<file path="src/rtl/fpu_pkg.sv">
// Shared types and constants for the FP normalize/round datapath.
package fpu_pkg;

    localparam int unsigned C_EXP_PRENORM  = 10;
    localparam int unsigned C_MANT_PRENORM = 48;
    localparam int unsigned C_EXP          = 8;
    localparam int unsigned C_MANT         = 23;

    localparam int unsigned C_EXP_BIAS   = 127;
    localparam logic [7:0]  C_EXP_INF    = 8'hFF;
    localparam logic [30:0] C_MAX_FINITE = 31'h7F7FFFFF;

    typedef enum logic [1:0] {
        RNE = 2'b00,
        RTZ = 2'b01,
        RDN = 2'b10,
        RUP = 2'b11
    } rm_e;

    // Normalized operand: hidden bit at mant[46], 11b signed biased exponent.
    typedef struct packed {
        logic               sign;
        logic               zero;
        logic signed [10:0] exp;
        logic [46:0]        mant;
        logic               sticky;
        rm_e                rm;
    } stage1_t;

endpackage

</file>
<file path="src/rtl/fpu_lzc_47.sv">
// Combinational 47-bit leading-zero counter with all-zero flag.
module fpu_lzc_47 (
    input  logic [46:0] data_i,
    output logic [5:0]  cnt_o,
    output logic        zero_o
);

    // Scan upward so the highest set bit determines the final count.
    always_comb begin
        cnt_o = 6'd47;
        for (int i = 0; i < 47; i++) begin
            if (data_i[i]) begin
                cnt_o = 6'(46 - i);
            end
        end
    end

    assign zero_o = ~|data_i;

endmodule

</file>
<file path="src/rtl/fpu_norm_round.sv">
// Two-stage normalize/round pipeline producing an IEEE-754 single from the adder's
// pre-normalized result; denormals flush to zero.
module fpu_norm_round
    import fpu_pkg::*;
(
    input  logic                      Clk_CI,
    input  logic                      Rst_RBI,
    input  logic                      Flush_SI,
    input  logic                      In_valid_SI,
    output logic                      In_ready_SO,
    input  logic                      Sign_prenorm_DI,
    input  logic [C_EXP_PRENORM-1:0]  Exp_prenorm_DI,
    input  logic [C_MANT_PRENORM-1:0] Mant_prenorm_DI,
    input  logic [1:0]                RM_SI,
    output logic                      Out_valid_SO,
    input  logic                      Out_ready_SI,
    output logic [31:0]               Result_DO,
    output logic                      OF_SO,
    output logic                      UF_SO,
    output logic                      NX_SO
);

    logic v1_q, v2_q;
    logic s1_ready, s2_ready, s1_load, s2_load;

    stage1_t s1_d, s1_q;

    logic [5:0]         lzc_cnt;
    logic               lzc_zero;
    logic signed [10:0] exp_ext;

    logic               guard, sticky, inexact, round_up, carry, to_inf;
    logic [C_MANT-1:0]  frac;
    logic signed [10:0] e_rnd;

    logic [31:0] res_d, res_q;
    logic        of_d, uf_d, nx_d, of_q, uf_q, nx_q;

    assign s2_ready    = ~v2_q | Out_ready_SI;
    assign s1_ready    = ~v1_q | s2_ready;
    assign s1_load     = s1_ready & In_valid_SI & ~Flush_SI;
    assign s2_load     = s2_ready & v1_q & ~Flush_SI;
    assign In_ready_SO = s1_ready;

    // Stage 1: normalize so the leading one sits at bit 46.
    fpu_lzc_47 u_lzc (
        .data_i (Mant_prenorm_DI[46:0]),
        .cnt_o  (lzc_cnt),
        .zero_o (lzc_zero)
    );

    assign exp_ext = {Exp_prenorm_DI[C_EXP_PRENORM-1], Exp_prenorm_DI};

    always_comb begin
        s1_d.sign = Sign_prenorm_DI;
        s1_d.rm   = rm_e'(RM_SI);
        s1_d.zero = ~Mant_prenorm_DI[47] & lzc_zero;
        if (Mant_prenorm_DI[47]) begin
            s1_d.mant   = Mant_prenorm_DI[47:1];
            s1_d.exp    = exp_ext + 11'sd1;
            s1_d.sticky = Mant_prenorm_DI[0];
        end else begin
            s1_d.mant   = Mant_prenorm_DI[46:0] << lzc_cnt;
            s1_d.exp    = exp_ext - $signed({5'b0, lzc_cnt});
            s1_d.sticky = 1'b0;
        end
    end

    // Stage 2: round the 24b significand and classify the result.
    assign guard   = s1_q.mant[22];
    assign sticky  = |s1_q.mant[21:0] | s1_q.sticky;
    assign inexact = guard | sticky;

    always_comb begin
        round_up = 1'b0;
        to_inf   = 1'b0;
        unique case (s1_q.rm)
            RNE: begin
                round_up = guard & (sticky | s1_q.mant[23]);
                to_inf   = 1'b1;
            end
            RTZ: begin
                round_up = 1'b0;
                to_inf   = 1'b0;
            end
            RDN: begin
                round_up = inexact & s1_q.sign;
                to_inf   = s1_q.sign;
            end
            RUP: begin
                round_up = inexact & ~s1_q.sign;
                to_inf   = ~s1_q.sign;
            end
            default: ;
        endcase
    end

    // An all-ones significand wraps the fraction to zero and bumps the exponent.
    assign carry = round_up & (&s1_q.mant[46:23]);
    assign frac  = s1_q.mant[45:23] + 23'(round_up);
    assign e_rnd = s1_q.exp + $signed({10'b0, carry});

    always_comb begin
        res_d = {s1_q.sign, 31'b0};
        of_d  = 1'b0;
        uf_d  = 1'b0;
        nx_d  = 1'b0;
        if (s1_q.zero) begin
            res_d = {s1_q.sign, 31'b0};
        end else if (e_rnd >= $signed(11'(2 * C_EXP_BIAS + 1))) begin
            of_d  = 1'b1;
            nx_d  = 1'b1;
            res_d = to_inf ? {s1_q.sign, C_EXP_INF, 23'b0} : {s1_q.sign, C_MAX_FINITE};
        end else if (e_rnd <= 11'sd0) begin
            uf_d  = 1'b1;
            nx_d  = 1'b1;
            res_d = {s1_q.sign, 31'b0};
        end else begin
            nx_d  = inexact;
            res_d = {s1_q.sign, e_rnd[C_EXP-1:0], frac};
        end
    end

    always_ff @(posedge Clk_CI or negedge Rst_RBI) begin
        if (!Rst_RBI) begin
            v1_q  <= 1'b0;
            v2_q  <= 1'b0;
            s1_q  <= '0;
            res_q <= '0;
            of_q  <= 1'b0;
            uf_q  <= 1'b0;
            nx_q  <= 1'b0;
        end else begin
            if (Flush_SI) begin
                v1_q <= 1'b0;
                v2_q <= 1'b0;
            end else begin
                if (s1_ready) v1_q <= In_valid_SI;
                if (s2_ready) v2_q <= v1_q;
            end
            if (s1_load) s1_q <= s1_d;
            if (s2_load) begin
                res_q <= res_d;
                of_q  <= of_d;
                uf_q  <= uf_d;
                nx_q  <= nx_d;
            end
        end
    end

    assign Out_valid_SO = v2_q;
    assign Result_DO    = res_q;
    assign OF_SO        = of_q;
    assign UF_SO        = uf_q;
    assign NX_SO        = nx_q;

endmodule
</file>
<file path="config.mk">
export PLATFORM = sky130hd
export DESIGN_NAME = fpu_norm_round
export DESIGN_NICKNAME = d
export VERILOG_FILES = /design/src/rtl/fpu_pkg.sv /design/src/rtl/fpu_lzc_47.sv /design/src/rtl/fpu_norm_round.sv
export SDC_FILE = /design/constraint.sdc
export NUM_CORES = 1
export LEC_CHECK = 0
export CORE_ASPECT_RATIO = 1.5
export CORE_UTILIZATION = 30
export DETAILED_ROUTE_END_ITERATION = 12
export PLACE_DENSITY = 0.57
export SLEW_MARGIN = 0
export SYNTH_ARGS = -nofsm -noshare
export SYNTH_HDL_FRONTEND = slang
export SYNTH_SLANG_ARGS = --single-unit
</file>
<file path="constraint.sdc">
create_clock -name Clk_CI -period 5.54 [get_ports Clk_CI]
set_input_delay 1.385 -clock Clk_CI [delete_from_list [all_inputs] [get_ports Clk_CI]]
set_output_delay 1.385 -clock Clk_CI [all_outputs]
set_load 0.05 [all_outputs]
</file>
# After elaboration in Yosys (flattened, before gate mapping)
# Index checks and enable logic that the tools add are counted.
totals:
  word_cells: 114
  output_inout_bits: 37
  inputBits: 66
  reg_bits: 100
classes:
  order_cmp: 2
  n_reduce_logical: 7
  n_mux: 66
  bitwise_logic: 19
  eq_ne: 3
  n_shift: 1
  add_sub_neg: 4
op_table:
  columns: ["cell", "count"]
  rows:
  - ["two-way mux 6 bit", 32]
  - ["two-way mux 31 bit", 3]
  - ["two-way mux 59 bit", 1]
  - ["OR reduction 47 bit", 1]
  - ["<< shifter 47 x 6 -> 47 bit", 1]
  - ["two-way mux 4 bit", 8]
  - ["two-way mux 24 bit", 1]
  - ["AND reduction 24 bit", 1]
  - ["adder 23 x 1 -> 23 bit", 1]
  - ["OR reduction 22 bit", 1]
  - ["two-way mux 1 bit", 13]
  - ["two-way mux 3 bit", 4]
  - ["adder 10 x 2 -> 11 bit, second input constant", 1]
  - ["adder 11 x 2 -> 11 bit", 1]
  - [">= comparator 11 x 9 -> 1 bit, second input constant", 1]
  - ["<= comparator 11 x 1 -> 1 bit, second input constant", 1]
  - ["subtractor 10 x 7 -> 11 bit", 1]
  - ["bitwise AND 1 bit", 9]
  - ["one-hot mux 1 bit (4 select lines)", 2]
  - ["inverter 1 bit", 5]
  - ["OR 1 bit", 5]
  - ["== test 2 bit, second input constant", 2]
  - ["two-way mux 2 bit", 2]
  - ["nonzero test 2 bit", 2]
  - ["other kinds (3)", 3]

# Longest topological paths before layout
# Gate-level depths: netlist (run 1).
logic_depth:
  word_depth: 49
  mapped_depth: 25

# Hierarchy
# From an unflattened synthesis (run 1), not the netlist that was laid out.
unflattened:
  cells_unflattened: 1062
  hier_area_um2: 8932.3
by_module_without_submodules:
  columns: ["mod", "area_each_um2", "cells_each", "seq_area_each_um2", "instances"]
  rows:
  - ["fpu_norm_round", 8328.0, 960, 2502.4, 1]
  - ["fpu_lzc_47", 604.3, 102, 0.0, 1]

# Worst setup path before layout (run 1)
# OpenSTA, ideal clock, no wires.
synth_timing:
  path_kind: "input-to-reg"
  from: "in Mant_prenorm_DI[2]"
  to: "reg s1_q[60] (netlist bit)"
  stages: 22
  slack_ps: 132
  n_path_buf: 3
  setup_ps: 133
  t_arrival_ps: 5275
  path_cell_list: "clkbuf_1 -> nor2_1 -> o311ai_0 -> a31oi_1 -> o2111ai_1 -> nand2_1 -> inv_1 -> buf_1 -> clkbuf_1 -> ha_1 -> nor2b_1 -> fa_1 -> a21o_1 -> a21oi_1 -> o21bai_1 -> a21oi_1 -> o21bai_1 -> a21oi_1 -> o21bai_1 -> a21oi_1 -> xnor2_1 -> o21ai_0"
synth_via:
  elab_chain_cells: 47
synth_lines:
  columns: ["item", "line_no", "rtl"]
  rows:
  - ["start: declaration", "fpu_norm_round.sv:13", "input logic [C_MANT_PRENORM-1:0] Mant_prenorm_DI,"]
  - ["two-way mux 2 bit", "fpu_lzc_47.sv:12", "if (data_i[i]) begin"]
  - ["two-way mux 3 bit (4 in series)", "fpu_lzc_47.sv:12", null]
  - ["two-way mux 4 bit (8 in series)", "fpu_lzc_47.sv:12", null]
  - ["two-way mux 6 bit (32 in series)", "fpu_lzc_47.sv:12", null]
  - ["subtractor 10 x 7 -> 11 bit", "fpu_norm_round.sv:64", "s1_d.exp = exp_ext - $signed({5'b0, lzc_cnt});"]
  - ["two-way mux 59 bit", "fpu_norm_round.sv:58", "if (Mant_prenorm_DI[47]) begin"]
  - ["end signal: assignment", "fpu_norm_round.sv:128", "s1_q <= '0;"]
  - ["end signal: assignment", "fpu_norm_round.sv:141", "if (s1_load) s1_q <= s1_d;"]
  - ["end: declaration", "fpu_norm_round.sv:26", "stage1_t s1_d, s1_q;"]
# Every way passes these cells.
# A chain may end at the register's enable or synchronous reset.

# Final worst setup path (run 1)
layout_timing:
  from: "in Mant_prenorm_DI[15]"
  to: "reg s1_q[23] (netlist bit)"
layout_via:
  elab_chain_cells: 34
layout_lines:
  columns: ["item", "line_no", "rtl"]
  rows:
  - ["two-way mux 6 bit (32 in series)", "fpu_lzc_47.sv:12", null]
  - ["<< shifter 47 x 6 -> 47 bit *", "fpu_norm_round.sv:63", "s1_d.mant = Mant_prenorm_DI[46:0] << lzc_cnt;"]
  - ["two-way mux 59 bit *", "fpu_norm_round.sv:58", null]
# Every way passes the cells marked *; elsewhere a longest branch is shown, timed or not.

==> impl_metrics.sql, run 1 <==
INSERT INTO impl_metrics (metric_group, metric, value, unit) VALUES
('global_route', 'grt_remaining_overflow', '0', ''),
('drt', 'vias', '9490', ''),
('clock_network', 'h-tree-depth', '3', ''),
('timing', 'max_slew.worst_pin.slew', '0.924', 'ns'),
('die', 'effective_utilization_at_floorplan', '30.6', '%'),
('clock_network', 'holdBufCountCts', '0', ''),
('timing', 'final.period_utilization', '93.2', '%'),
('die', 'row_count', '76', ''),
('yosys', 'synth-async-reset-ratio', '100', '%'),
('global_route', 'grt_pass1_vias', '9400', ''),
('power', 'pwr-share-seq', '33.0', '%'),
('cells_and_area', 'areaGrowthSynthToFinish', '27.1', '%'),
('placement', 'placement.io_buffers', '102', ''),
('yosys', 'synth_edf_count', '0', ''),
('global_route', 'grt_pass1_wl', '58300', 'µm'),
('die', 'floorplan.core_area', '0.0288', 'mm²'),
('status', 'status', 'complete, no violations', ''),
('min_path', 'hold_path_class', 'flip-flop to flip-flop', ''),
('cells_and_area', 'drive_gt1_share', '14.1', '%'),
('yosys', 'synth-warning-count', '0', ''),
('clock_network', 'cts_tree', 'yes', ''),
('timing', 'layout_min_cycle_time', '5.16', 'ns'),
('clock_network', 'cts_setup_buffers', '0', ''),
('yosys', 'netlist_area', '0.00883', 'mm²'),
('placement', 'place_hpwl', '30500', 'µm'),
('drt', 'drc_violation_total_after_the_first_tritonroute_iteration', '619', ''),
('placement', 'place.gp.congestion', '0.959', ''),
('power', 'p_clk_share', '20.8', '%'),
('global_route', 'grt.met3_usage', '2.14', '%'),
('clock_network', 'cts_root_buf', 'clkbuf_16', ''),
('die', 'height_of_the_die', '212', 'µm'),
('global_route', 'grt_max_degree', '68', ''),
('min_path', 'hold_path_depth', '1', ''),
('global_route', 'grt_antenna_before_repair', '0', ''),
('yosys', 'netlist_instances', '1102', ''),
('clock_network', 'worstSkewPairLatency', '0.36', 'ns'),
('global_route', 'global_route.usage.met1', '30.6', '%'),
('global_route', 'grt_use_total', '26.2', '%'),
('setup_path', 'setup.reg_to_reg.worst_slack', '1.02', 'ns'),
('yosys', 'netlist-cell-type-count', '77', ''),
('drt', 'drt-total-wl', '38400', 'µm'),
('min_path', 'worst_hold_startpoint', 'Result_DO[28]', ''),
('setup_path', 'critical_path.startpoint_type', 'input pin', ''),
('timing', 'slew_headroom', '38.4', '%'),
('power', 'total_switching_power', '1.31', 'mW'),
('setup_path', 'reg2regPathDepth', '18', ''),
('setup_path', 'cp-end-kind', 'flip-flop', ''),
('setup_path', 'rr_startpoint', 's1_q[19]', ''),
('clock_network', 'clock-sinks', '100', ''),
('timing', 'timing_max_transition_violations_final', '0', ''),
('global_route', 'busiest_layer', 'met2', ''),
('min_path', 'timing.hold.worst_endpoint', 'Result_DO[28]', ''),
('drt', 'drt.antenna.violating_nets', '0', ''),
('timing', 'timing.clock.skew', '0.0117', 'ns'),
('power', 'power_report.internal_total', '1.83', 'mW'),
('setup_path', 'cp.arrival', '5.41', 'ns'),
('clock_network', 'cts_buffer_depth', '2', ''),
('cells_and_area', 'fin_util', '38.9', '%'),
('setup_path', 'r2r-end', 'Result_DO[16]', ''),
('yosys', 'ys_seq_area_share', '28.4', '%'),
('timing', 'hold_viol', '0', ''),
('yosys', 'number_of_synthesized_register_bits', '100', ''),
('setup_path', 'critical_path.max_fanout', '25', ''),
('drt', 'dr.pass1.iters', '6', ''),
('die', 'x_dimension_of_the_die', '142', 'µm'),
('yosys', 'syn-mean-instance-area', '8.01', 'µm²'),
('clock_network', 'clkTransAtPathRegs', '0.07', 'ns'),
('die', 'die-area', '0.0301', 'mm²'),
('setup_path', 'path_class', 'input pin to flip-flop', ''),
('cells_and_area', 'final_nets', '1339', ''),
('timing', 'final_report_setup_violation_count', '0', '');
## routing by layer
layer	wire length (µm)	part of all wire [%]
met2	18800	49
met5	0	0
met1	15200	39
met3	1750	4.6
met4	2710	7.0
## sequential cells by signal (all words and copies together), names as in the netlist
register / flops
NX_SO: 1
v1_q: 1
guard: 1
Out_valid_SO: 1
Result_DO: 32
s1_q: 62
OF_SO: 1
UF_SO: 1
## worst max-delay path, stage by stage
cell and delay (ns):
clkdlybuf4s50_1 0.43, or3_1 0.37, a221o_1 0.27, a21oi_2 0.16, o221ai_2 0.21, o21a_1 0.30
inv_6 0.07, buf_4 0.10, buf_4 0.35, buf_4 0.30, mux2i_1 0.31, nor3_1 0.12
or2_2 0.38, a221oi_1 0.40, buf_4 0.20, nor2_1 0.04
## layout by cell type, fill, tap and decap left out, drive strengths merged, types with 11 or more instances in the layout
cell / instances
o21a: 14
clkdlybuf4s50: 100
mux2i: 78
buf: 127
dfrtp: 100
clkbuf: 13
nor2b: 11
a21oi: 76
ha: 15
inv: 22
a221oi: 17
nand3: 39
nor2: 108
nor3: 29
a211oi: 16
xor2: 16
a31oi: 14
nor4: 19
o21ai: 83
mux2: 16
and3: 18
xnor2: 25
a22o: 33
nand2: 116
o211ai: 13
nand2b: 12
## how the worst max path moves through the flow
stage / to / from / depth (start not counted)
5_1_grt: s1_q[59] / Mant_prenorm_DI[23] / 21
6_report: s1_q[23] / Mant_prenorm_DI[15] / 16
2_1_floorplan: s1_q[60] / Mant_prenorm_DI[2] / 22
4_1_cts: s1_q[60] / Mant_prenorm_DI[15] / 20
3_3_place_gp: s1_q[60] / Mant_prenorm_DI[15] / 20
3_5_place_dp: s1_q[60] / Mant_prenorm_DI[15] / 20
## area by class of cell
class | instances | area (µm²)
fill | 3011 | 17600
multi-input combinational | 897 | 5860
tap | 390 | 488
sequential | 100 | 2500
inverter | 22 | 87.6
timing repair buffer | 227 | 1990
clock inverter | 3 | 46.3
clock buffer | 13 | 250
## per-stage QoR
step | instances | hold slack, ns | power, mW | cell area [µm²] | setup WS (ns)
floorplan | 1102 | 0.440 | 1.92 | 8830 | 0.132
global placement | 1636 | 0.463 | 2.49 | 10900 | -0.0184
detailed placement | 1636 | 0.470 | 2.50 | 10900 | 0.0170
CTS | 1652 | 0.485 | 3.15 | 11200 | 0.371
global route | 1652 | 0.492 | 3.31 | 11200 | 0.142
finish | 1652 | 0.481 | 3.14 | 11200 | 0.378
## cells in the mapped netlist (4+ instances only)
| cell | count | share of area, % |
|---|---|---|
| a211o_1 | 4 | 0.40 |
| a211oi_1 | 16 | 1.4 |
| a21o_1 | 9 | 0.77 |
| a21oi_1 | 75 | 4.3 |
| a221o_1 | 4 | 0.45 |
| a221oi_1 | 16 | 1.6 |
| a22o_1 | 33 | 3.3 |
| a22oi_1 | 4 | 0.34 |
| a31oi_1 | 14 | 0.99 |
| a32oi_1 | 4 | 0.40 |
| and2_1 | 8 | 0.57 |
| and3_1 | 18 | 1.3 |
| buf_1 | 11 | 0.47 |
| buf_2 | 10 | 0.57 |
| clkbuf_1 | 53 | 2.3 |
| dfrtp_1 | 100 | 28 |
| ha_1 | 15 | 2.1 |
| inv_1 | 21 | 0.89 |
| mux2_2 | 16 | 2.0 |
| mux2i_1 | 78 | 8.8 |
| nand2_1 | 116 | 4.9 |
| nand2b_1 | 12 | 0.85 |
| nand3_1 | 39 | 2.2 |
| nand3b_1 | 10 | 0.85 |
| nand4_1 | 6 | 0.43 |
| nor2_1 | 106 | 4.5 |
| nor2b_1 | 11 | 0.78 |
| nor3_1 | 29 | 1.6 |
| nor4_1 | 19 | 1.3 |
| o2111ai_1 | 5 | 0.50 |
| o211a_1 | 6 | 0.68 |
| o211ai_1 | 13 | 1.1 |
| o21a_1 | 13 | 1.1 |
| o21ai_0 | 81 | 4.6 |
| o21bai_1 | 9 | 0.77 |
| o221ai_1 | 6 | 0.60 |
| o31ai_1 | 7 | 0.60 |
| or4_1 | 4 | 0.34 |
| xnor2_1 | 25 | 2.5 |
| xor2_1 | 16 | 1.6 |
## power by group through the flow
| stage | Clock [mW] | Sequential, mW | Combinational [mW] |
|---|---|---|---|
| finish | 0.653 | 1.04 | 1.45 |
| global route | 0.696 | 1.06 | 1.55 |
| CTS | 0.663 | 1.04 | 1.45 |
| detailed placement | 0 | 1.05 | 1.44 |
| global placement | 0 | 1.05 | 1.44 |
| floorplan | 0 | 1.33 | 0.594 |
## cell families after synthesis
family	synth area share (%)
AOI/OAI and AO/OA	27.4
xor gates and xnor gates	4.07
adders and majority gates	2.35
buffers and inverters	5.47
DFF	28.4
muxes	11.7
and+or+nand+nor	20.7
Note: power is estimated with default switching activity, not from simulation.
==> inputs of run 2 (changes only) <==
- ABC_AREA: not set -> 1
- ABC_CLOCK_PERIOD_IN_PS: not set -> 5540
- CORE_MARGIN: not set -> 2
==> impl_metrics.sql, run 2 <==
INSERT INTO impl_metrics (metric_group, metric, value, unit) VALUES
('clock_network', 'clkTransAtPathRegs', '0.07', 'ns'),
('yosys', 'postSynth.topFlopCell', 'dfrtp_1', ''),
('yosys', 'syn-mean-instance-area', '6.24', 'µm²'),
('cells_and_area', 'drive_gt1_share', '27.6', '%'),
('timing', 'grt_setup_unrepaired', 'yes', ''),
('cells_and_area', 'final_nets', '1778', ''),
('global_route', 'grt_remaining_overflow', '0', ''),
('job', 'timing.max_cap.violations', '0', ''),
('status', 'status', 'finished, violations left', ''),
('setup_path', 'critical_path.startpoint_type', 'input pin', ''),
('cells_and_area', 'multi_input_comb_area', '0.00669', 'mm²'),
('die', 'die-area', '0.0312', 'mm²'),
('yosys', 'synth_top_cell_area_share', '28.0', '%'),
('yosys', 'netlist_area', '0.00894', 'mm²'),
('setup_path', 'path_class', 'input pin to flip-flop', ''),
('cells_and_area', 'antenna-diode-count', '0', ''),
('drt', 'post-route-drc-count', '0', ''),
('die', 'x_dimension_of_the_die', '145', 'µm'),
('timing', 'timing_max_transition_violations_final', '0', ''),
('yosys', 'postSynthNetCount', '1514', ''),
('yosys', 'synth_top_cells_by_count', 'nand2_1 (395), nand3_1 (318), inv_1 (114)', ''),
('drt', 'viasPerCell', '5.43', ''),
('timing', 'fmax', '176', 'MHz'),
('yosys', 'synthTopCellsByArea', 'dfrtp_1 (28%), nand3_1 (18%), nand2_1 (17%)', ''),
('setup_path', 'cp.arrival', '5.89', 'ns'),
('timing', 'slew_headroom', '28.9', '%'),
('power', 'vdd_drop_max', '141', 'µV'),
('yosys', 'post-synth-top-count-cell', 'nand2_1', ''),
('cells_and_area', 'areaGrowthSynthToFinish', '49.0', '%'),
('setup_path', 'cell_occurring_most_often_along_the_worst_timing_path', 'nand2_1', ''),
('global_route', 'grt_use_total', '22.4', '%'),
('timing', 'final_report_setup_violation_count', '5', ''),
('clock_network', 'number_of_buffers_created_by_cts', '9', ''),
('clock_network', 'cts_root_buf', 'clkbuf_16', ''),
('yosys', 'ys_seq_area_share', '28.0', '%'),
('power', 'fin_total_pwr', '3.33', 'mW'),
('placement', 'numPlacedInstances', '2007', ''),
('setup_path', 'cp-end-kind', 'flip-flop', ''),
('global_route', 'busiest_layer', 'met2', ''),
('placement', 'place.gp.congestion', '0.972', ''),
('cells_and_area', 'design_area', '0.0133', 'mm²'),
('global_route', 'grt_max_degree', '69', ''),
('setup_path', 'crit_required', '5.76', 'ns'),
('cells_and_area', 'stdcell_count', '2096', ''),
('timing', 'max_slew.worst_pin.slew', '1.06', 'ns'),
('clock_network', 'h-tree-depth', '3', ''),
('drt', 'routedWlPerCell', '17.9', 'µm'),
('die', 'io-pin-count', '103', ''),
('clock_network', 'clock-sinks', '100', ''),
('placement', 'dpl-instance-area', '0.0114', 'mm²'),
('drt', 'drt.antenna.violating_nets', '0', ''),
('status', 'failed_checks', 'setup timing', ''),
('timing', 'layout_min_cycle_time', '5.68', 'ns'),
('setup_path', 'critical_path.max_fanout', '3', ''),
('cells_and_area', 'final_cell_mix', 'nand2_1 (351), buf_4 (213), nand3_1 (193), nand3_2 (115), inv_1 (109)', ''),
('yosys', 'netlist-cell-type-count', '48', ''),
('yosys', 'netlist_instances', '1432', ''),
('power', 'leakage', '6.22', 'nW'),
('cells_and_area', 'top_register', 's1_q', ''),
('global_route', 'global_route.usage.met1', '27.7', '%'),
('drt', 'vias', '11400', ''),
('cells_and_area', 'final_common_cell', 'nand2_1', ''),
('timing', 'hold_viol', '0', ''),
('drt', 'dr.pass1.iters', '6', ''),
('timing', 'final.period_utilization', '102', '%'),
('die', 'effective_utilization_at_floorplan', '30.4', '%'),
('global_route', 'grt_antenna_before_repair', '0', ''),
('min_path', 'hold_path_class', 'flip-flop to flip-flop', ''),
('clock_network', 'cts_tree', 'yes', ''),
('setup_path', 'critical-path-max-stage-delay', '0.33', 'ns'),
('die', 'height_of_the_die', '215', 'µm'),
('global_route', 'grt.met3_usage', '1.88', '%'),
('die', 'floorplan.core_area', '0.0294', 'mm²'),
('power', 'p_per_area', '250', 'mW/mm²'),
('cells_and_area', 'num-fill-cells', '3053', ''),
('yosys', 'synth_area_leader_cell', 'dfrtp_1', ''),
('clock_network', 'cts_buffer_depth', '2', ''),
('die', 'row_count', '77', ''),
('timing', 'timing.clock.skew', '0.00662', 'ns'),
('yosys', 'synth_edf_count', '0', ''),
('placement', 'placement.io_buffers', '102', ''),
('global_route', 'grt_pass1_vias', '10700', ''),
('yosys', 'synth-async-reset-ratio', '100', '%'),
('yosys', 'synth-warning-count', '0', ''),
('drt', 'drc_violation_total_after_the_first_tritonroute_iteration', '942', ''),
('cells_and_area', 'number_of_flip_flops_in_the_largest_register', '62', ''),
('yosys', 'number_of_synthesized_register_bits', '100', ''),
('drt', 'drt-total-wl', '37500', 'µm'),
('global_route', 'gr-usage-met2', '39.8', '%'),
('placement', 'place_hpwl', '27600', 'µm'),
('clock_network', 'worstSkewPairLatency', '0.35', 'ns'),
('timing', 'final_critical_path_setup_slack', '-0.136', 'ns'),
('cells_and_area', 'seq_area', '0.00250', 'mm²'),
('setup_path', 'worst_path_max_delay_cell', 'ha_1', ''),
('global_route', 'grt_pass1_wl', '56500', 'µm'),
('placement', 'detailedPlace.worstSlack', '-0.871', 'ns');
[run 2: cell count changes after synthesis, moves of 17 or more]
cell     previous run  this run
a22o_1             33         0
nand2_1           116       395
mux2i_1            78         0
nor2_1            106        77
a32o_1              1        23
inv_1              21       114
nand3_1            39       318
nand4_1             6        23
[run 2: kinds of logic after synthesis]
logic type | count (synthesis) | synth area share [%]
AND/OR/NAND/NOR | 876 | 43.9
adder cells (fa/ha/maj) | 16 | 2.32
AO/OA/AOI/OAI | 220 | 14.7
buffers and inverters | 195 | 8.62
flip-flops | 100 | 28.0
XOR/XNOR | 25 | 2.45
[run 2: area by class of cell]
class	instances	share of cell area [%]
multi-input cells	1137	50.3
repair buffers	331	21.7
flip-flops and latches	100	18.8
well taps	395	3.71
inverters	117	3.32
clock buffers	9	1.69
clock inverters	7	0.564
[run 2: worst max-delay path: cells and delay by family]
family / cells / cell delay, ns
adders and majority gates: 1 / 0.33
and+or+nand+nor: 46 / 2.48
buffers and inverters: 4 / 0.34
AOI/OAI and AO/OA: 10 / 1.21
xor gates and xnor gates: 1 / 0.14
[run 2: where the power goes]
group | internal [mW] | switching, mW | total (mW)
combinational | 0.642 | 1.03 | 1.67
sequential | 0.898 | 0.128 | 1.03
clock | 0.353 | 0.278 | 0.631
[run 2: what timing repair did]
action,in CTS,in global routing
gates cloned,0,4
buffers inserted,61,12
resized for setup,34,237
setup endpoints to repair,11,54
pin swaps,19,68
hold buffers,0,0
[run 2: metrics by stage]
| step | setup TNS, ns | hold WS [ns] | util, % |
|---|---|---|---|
| after CTS | -0.159 | 0.485 | 41.3 |
| after global placement | -17.64 | 0.463 | 38.7 |
| final | -0.314 | 0.477 | 45.3 |
| after global routing | -9.38 | 0.504 | 45.3 |
| after detailed placement | -16.92 | 0.466 | 38.7 |
| after floorplan | 0 | 0.450 | - |
[run 2: layer usage]
| layer | vias up | wire [µm] |
|---|---|---|
| met5 | - | 0 |
| met4 | 0 | 1760 |
| met3 | 121 | 2320 |
| met2 | 502 | 18500 |
| met1 | 5301 | 14900 |
| li1 | 5456 | - |
[run 2: path summary, 6_finish.rpt]
kind | startpoint | to | slack, ns | cells past startpoint
setup / recovery | Mant_prenorm_DI[1] | s1_q[60] | -0.14 | 62
hold / removal | UF_SO | UF_SO | 0.48 | 2
setup reg to reg | s1_q[20] | Result_DO[13] | 0.69 | 24
hold reg to reg | UF_SO | UF_SO | 0.48 | 2
max in group asynchronous | Rst_RBI | s1_q[8] | 3.44 | 2
min in group asynchronous | Rst_RBI | OF_SO | 1.15 | 1
==> inputs of run 3 (changes only) <==
- DONT_BUFFER_PORTS: not set -> 1
- PLACE_DENSITY: 0.57 -> 0.53
==> impl_metrics.sql, run 3 (synthesis gave the netlist of run 2 again) <==
INSERT INTO impl_metrics (metric_group, metric, value, unit) VALUES
('status', 'status', 'complete, no violations', ''),
('placement', 'numPlacedInstances', '1844', ''),
('clock_network', 'cts_tree', 'yes', ''),
('placement', 'place.gp.congestion', '0.952', ''),
('setup_path', 'setup.reg_to_reg.worst_slack', '0.78', 'ns'),
('timing', 'final.hold.worst_slack', '0.485', 'ns'),
('global_route', 'grt_antenna_before_repair', '0', ''),
('timing', 'timing_max_transition_violations_final', '0', ''),
('drt', 'routedWlPerCell', '18.8', 'µm'),
('power', 'vdd_drop_max', '143', 'µV'),
('timing', 'grt_setup_unrepaired', 'yes', ''),
('placement', 'place_hpwl', '27400', 'µm'),
('power', 'power_report.internal_total', '1.69', 'mW'),
('global_route', 'grt_pass1_wl', '55100', 'µm'),
('die', 'row_count', '77', ''),
('drt', 'viasPerCell', '5.49', ''),
('setup_path', 'worst_path_max_delay_cell', 'ha_1', ''),
('placement', 'placement.io_buffers', '0', ''),
('cells_and_area', 'number_of_flip_flops_in_the_largest_register', '62', ''),
('clock_network', 'h-tree-depth', '3', ''),
('power', 'total_switching_power', '1.29', 'mW'),
('drt', 'drt.antenna.violating_nets', '0', ''),
('clock_network', 'worstSkewPairLatency', '0.36', 'ns'),
('die', 'effective_utilization_at_floorplan', '30.4', '%'),
('die', 'floorplan.core_area', '0.0294', 'mm²'),
('setup_path', 'path_class', 'input pin to flip-flop', ''),
('cells_and_area', 'num-fill-cells', '3277', ''),
('timing', 'fmax', '181', 'MHz'),
('setup_path', 'critical_path.max_fanout', '5', ''),
('clock_network', 'cts_buffer_depth', '2', ''),
('timing', 'final.period_utilization', '100', '%'),
('timing', 'timing.clock.skew', '0.00796', 'ns'),
('timing', 'hold_viol', '0', ''),
('placement', 'dpl-instance-area', '0.00988', 'mm²'),
('clock_network', 'number_of_buffers_created_by_cts', '9', ''),
('timing', 'final_critical_path_setup_slack', '0.00162', 'ns'),
('die', 'height_of_the_die', '215', 'µm'),
('setup_path', 'cp.arrival', '5.77', 'ns'),
('global_route', 'grt_max_degree', '101', ''),
('drt', 'drt-total-wl', '35000', 'µm'),
('timing', 'final_report_setup_violation_count', '0', ''),
('cells_and_area', 'design_area', '0.0104', 'mm²'),
('global_route', 'grt_remaining_overflow', '0', ''),
('job', 'timing.max_cap.violations', '0', ''),
('power', 'power_switching_share', '43.3', '%'),
('cells_and_area', 'stdcell_count', '1863', ''),
('setup_path', 'crit_required', '5.77', 'ns'),
('cells_and_area', 'final_nets', '1546', ''),
('clock_network', 'cts_root_buf', 'clkbuf_16', ''),
('power', 'pwr-share-seq', '46.0', '%'),
('timing', 'slew_headroom', '27.2', '%'),
('min_path', 'hold_path_class', 'flip-flop to flip-flop', ''),
('timing', 'setup-tns-final', '0', 'ns'),
('global_route', 'grt_pass1_vias', '9816', ''),
('clock_network', 'clock-sinks', '100', ''),
('cells_and_area', 'drive_gt1_share', '10.8', '%'),
('cells_and_area', 'final_common_cell', 'nand2_1', ''),
('drt', 'dr.pass1.iters', '5', ''),
('power', 'p_clk_share', '24.1', '%'),
('clock_network', 'clkTransAtPathRegs', '0.07', 'ns'),
('global_route', 'grt_use_total', '22.2', '%'),
('placement', 'detailedPlace.worstSlack', '-0.428', 'ns'),
('cells_and_area', 'top_register', 's1_q', ''),
('cells_and_area', 'final_cell_mix', 'nand2_1 (389), nand3_1 (316), inv_1 (109), dfrtp_1 (100), buf_4 (95)', ''),
('setup_path', 'cp-end-kind', 'flip-flop', ''),
('die', 'x_dimension_of_the_die', '145', 'µm'),
('setup_path', 'cell_occurring_most_often_along_the_worst_timing_path', 'nand2_1', ''),
('cells_and_area', 'antenna-diode-count', '0', ''),
('power', 'p_per_area', '286', 'mW/mm²'),
('cells_and_area', 'areaGrowthSynthToFinish', '16.4', '%'),
('die', 'die-area', '0.0312', 'mm²'),
('die', 'io-pin-count', '103', ''),
('timing', 'layout_min_cycle_time', '5.54', 'ns'),
('setup_path', 'critical-path-max-stage-delay', '0.33', 'ns'),
('setup_path', 'critical_path.startpoint_type', 'input pin', ''),
('drt', 'drc_violation_total_after_the_first_tritonroute_iteration', '758', ''),
('drt', 'post-route-drc-count', '0', ''),
('power', 'leakage', '4.89', 'nW'),
('timing', 'max_slew.worst_pin.slew', '1.09', 'ns'),
('power', 'relative_contribution_of_combinational_cells_to_total_power', '29.9', '%'),
('drt', 'vias', '10200', '');
## run 3: stage by stage
step	utilization (%)	power [mW]
after global routing	35.4	3.16
after floorplan	-	1.95
after CTS	34.9	2.98
after detailed placement	33.6	2.25
after global placement	33.6	2.24
final	35.4	2.98
## run 3: worst max-delay path: cells and delay by family
family | cells | cell delay, ns
buf+inv | 2 | 0.07
fa+ha+maj | 1 | 0.33
simple gates | 46 | 2.54
compound gates | 10 | 1.27
xor+xnor | 1 | 0.16
## run 3: cell type report
class / count / area [µm²] / area share (%)
timing repair buffer: 99 / 785 / 7.54
inverter: 117 / 468 / 4.50
tap: 395 / 494 / 4.75
multi-input combinational: 1137 / 5820 / 55.9
sequential: 100 / 2500 / 24.1
clock buffer: 9 / 225 / 2.16
clock inverter: 6 / 111 / 1.07
## run 3: power by group through the flow
stage	clock, mW	sequential (mW)	combinational [mW]
2_1_floorplan	0	1.33	0.617
3_3_place_gp	0	1.38	0.855
3_5_place_dp	0	1.39	0.858
4_1_cts	0.738	1.37	0.867
5_1_grt	0.765	1.40	1.00
6_report	0.716	1.37	0.890
## run 3: worst paths after layout
kind,from,to,depth (start not counted)
max in group asynchronous,Rst_RBI,s1_q[12],0
worst max register to register,s1_q[20],Result_DO[23],24
worst max-delay path,Mant_prenorm_DI[1],s1_q[60],60
min in group asynchronous,Rst_RBI,v1_q,0
worst min register to register,s1_q[4],s1_q[4],2
worst min-delay path,s1_q[4],s1_q[4],2
## run 3: routing by layer
metal  track usage [%]  routed length (µm)  vias to the layer above  part of all wire, %
met5                 0                   0                        -                    0
met4              9.57                1420                        0                  4.1
met3              3.17                1930                       71                  5.5
met2              38.8               17500                      364                   50
met1              27.3               14200                     4804                   40
li1                  -                   -                     4983                    -
## run 3: what timing repair did
action | in CTS | in global routing
hold buffers | 0 | 0
setup endpoints to repair | 2 | 34
gates resized for setup | 8 | 37
pin swaps | 15 | 32
buffers inserted | 3 | 2
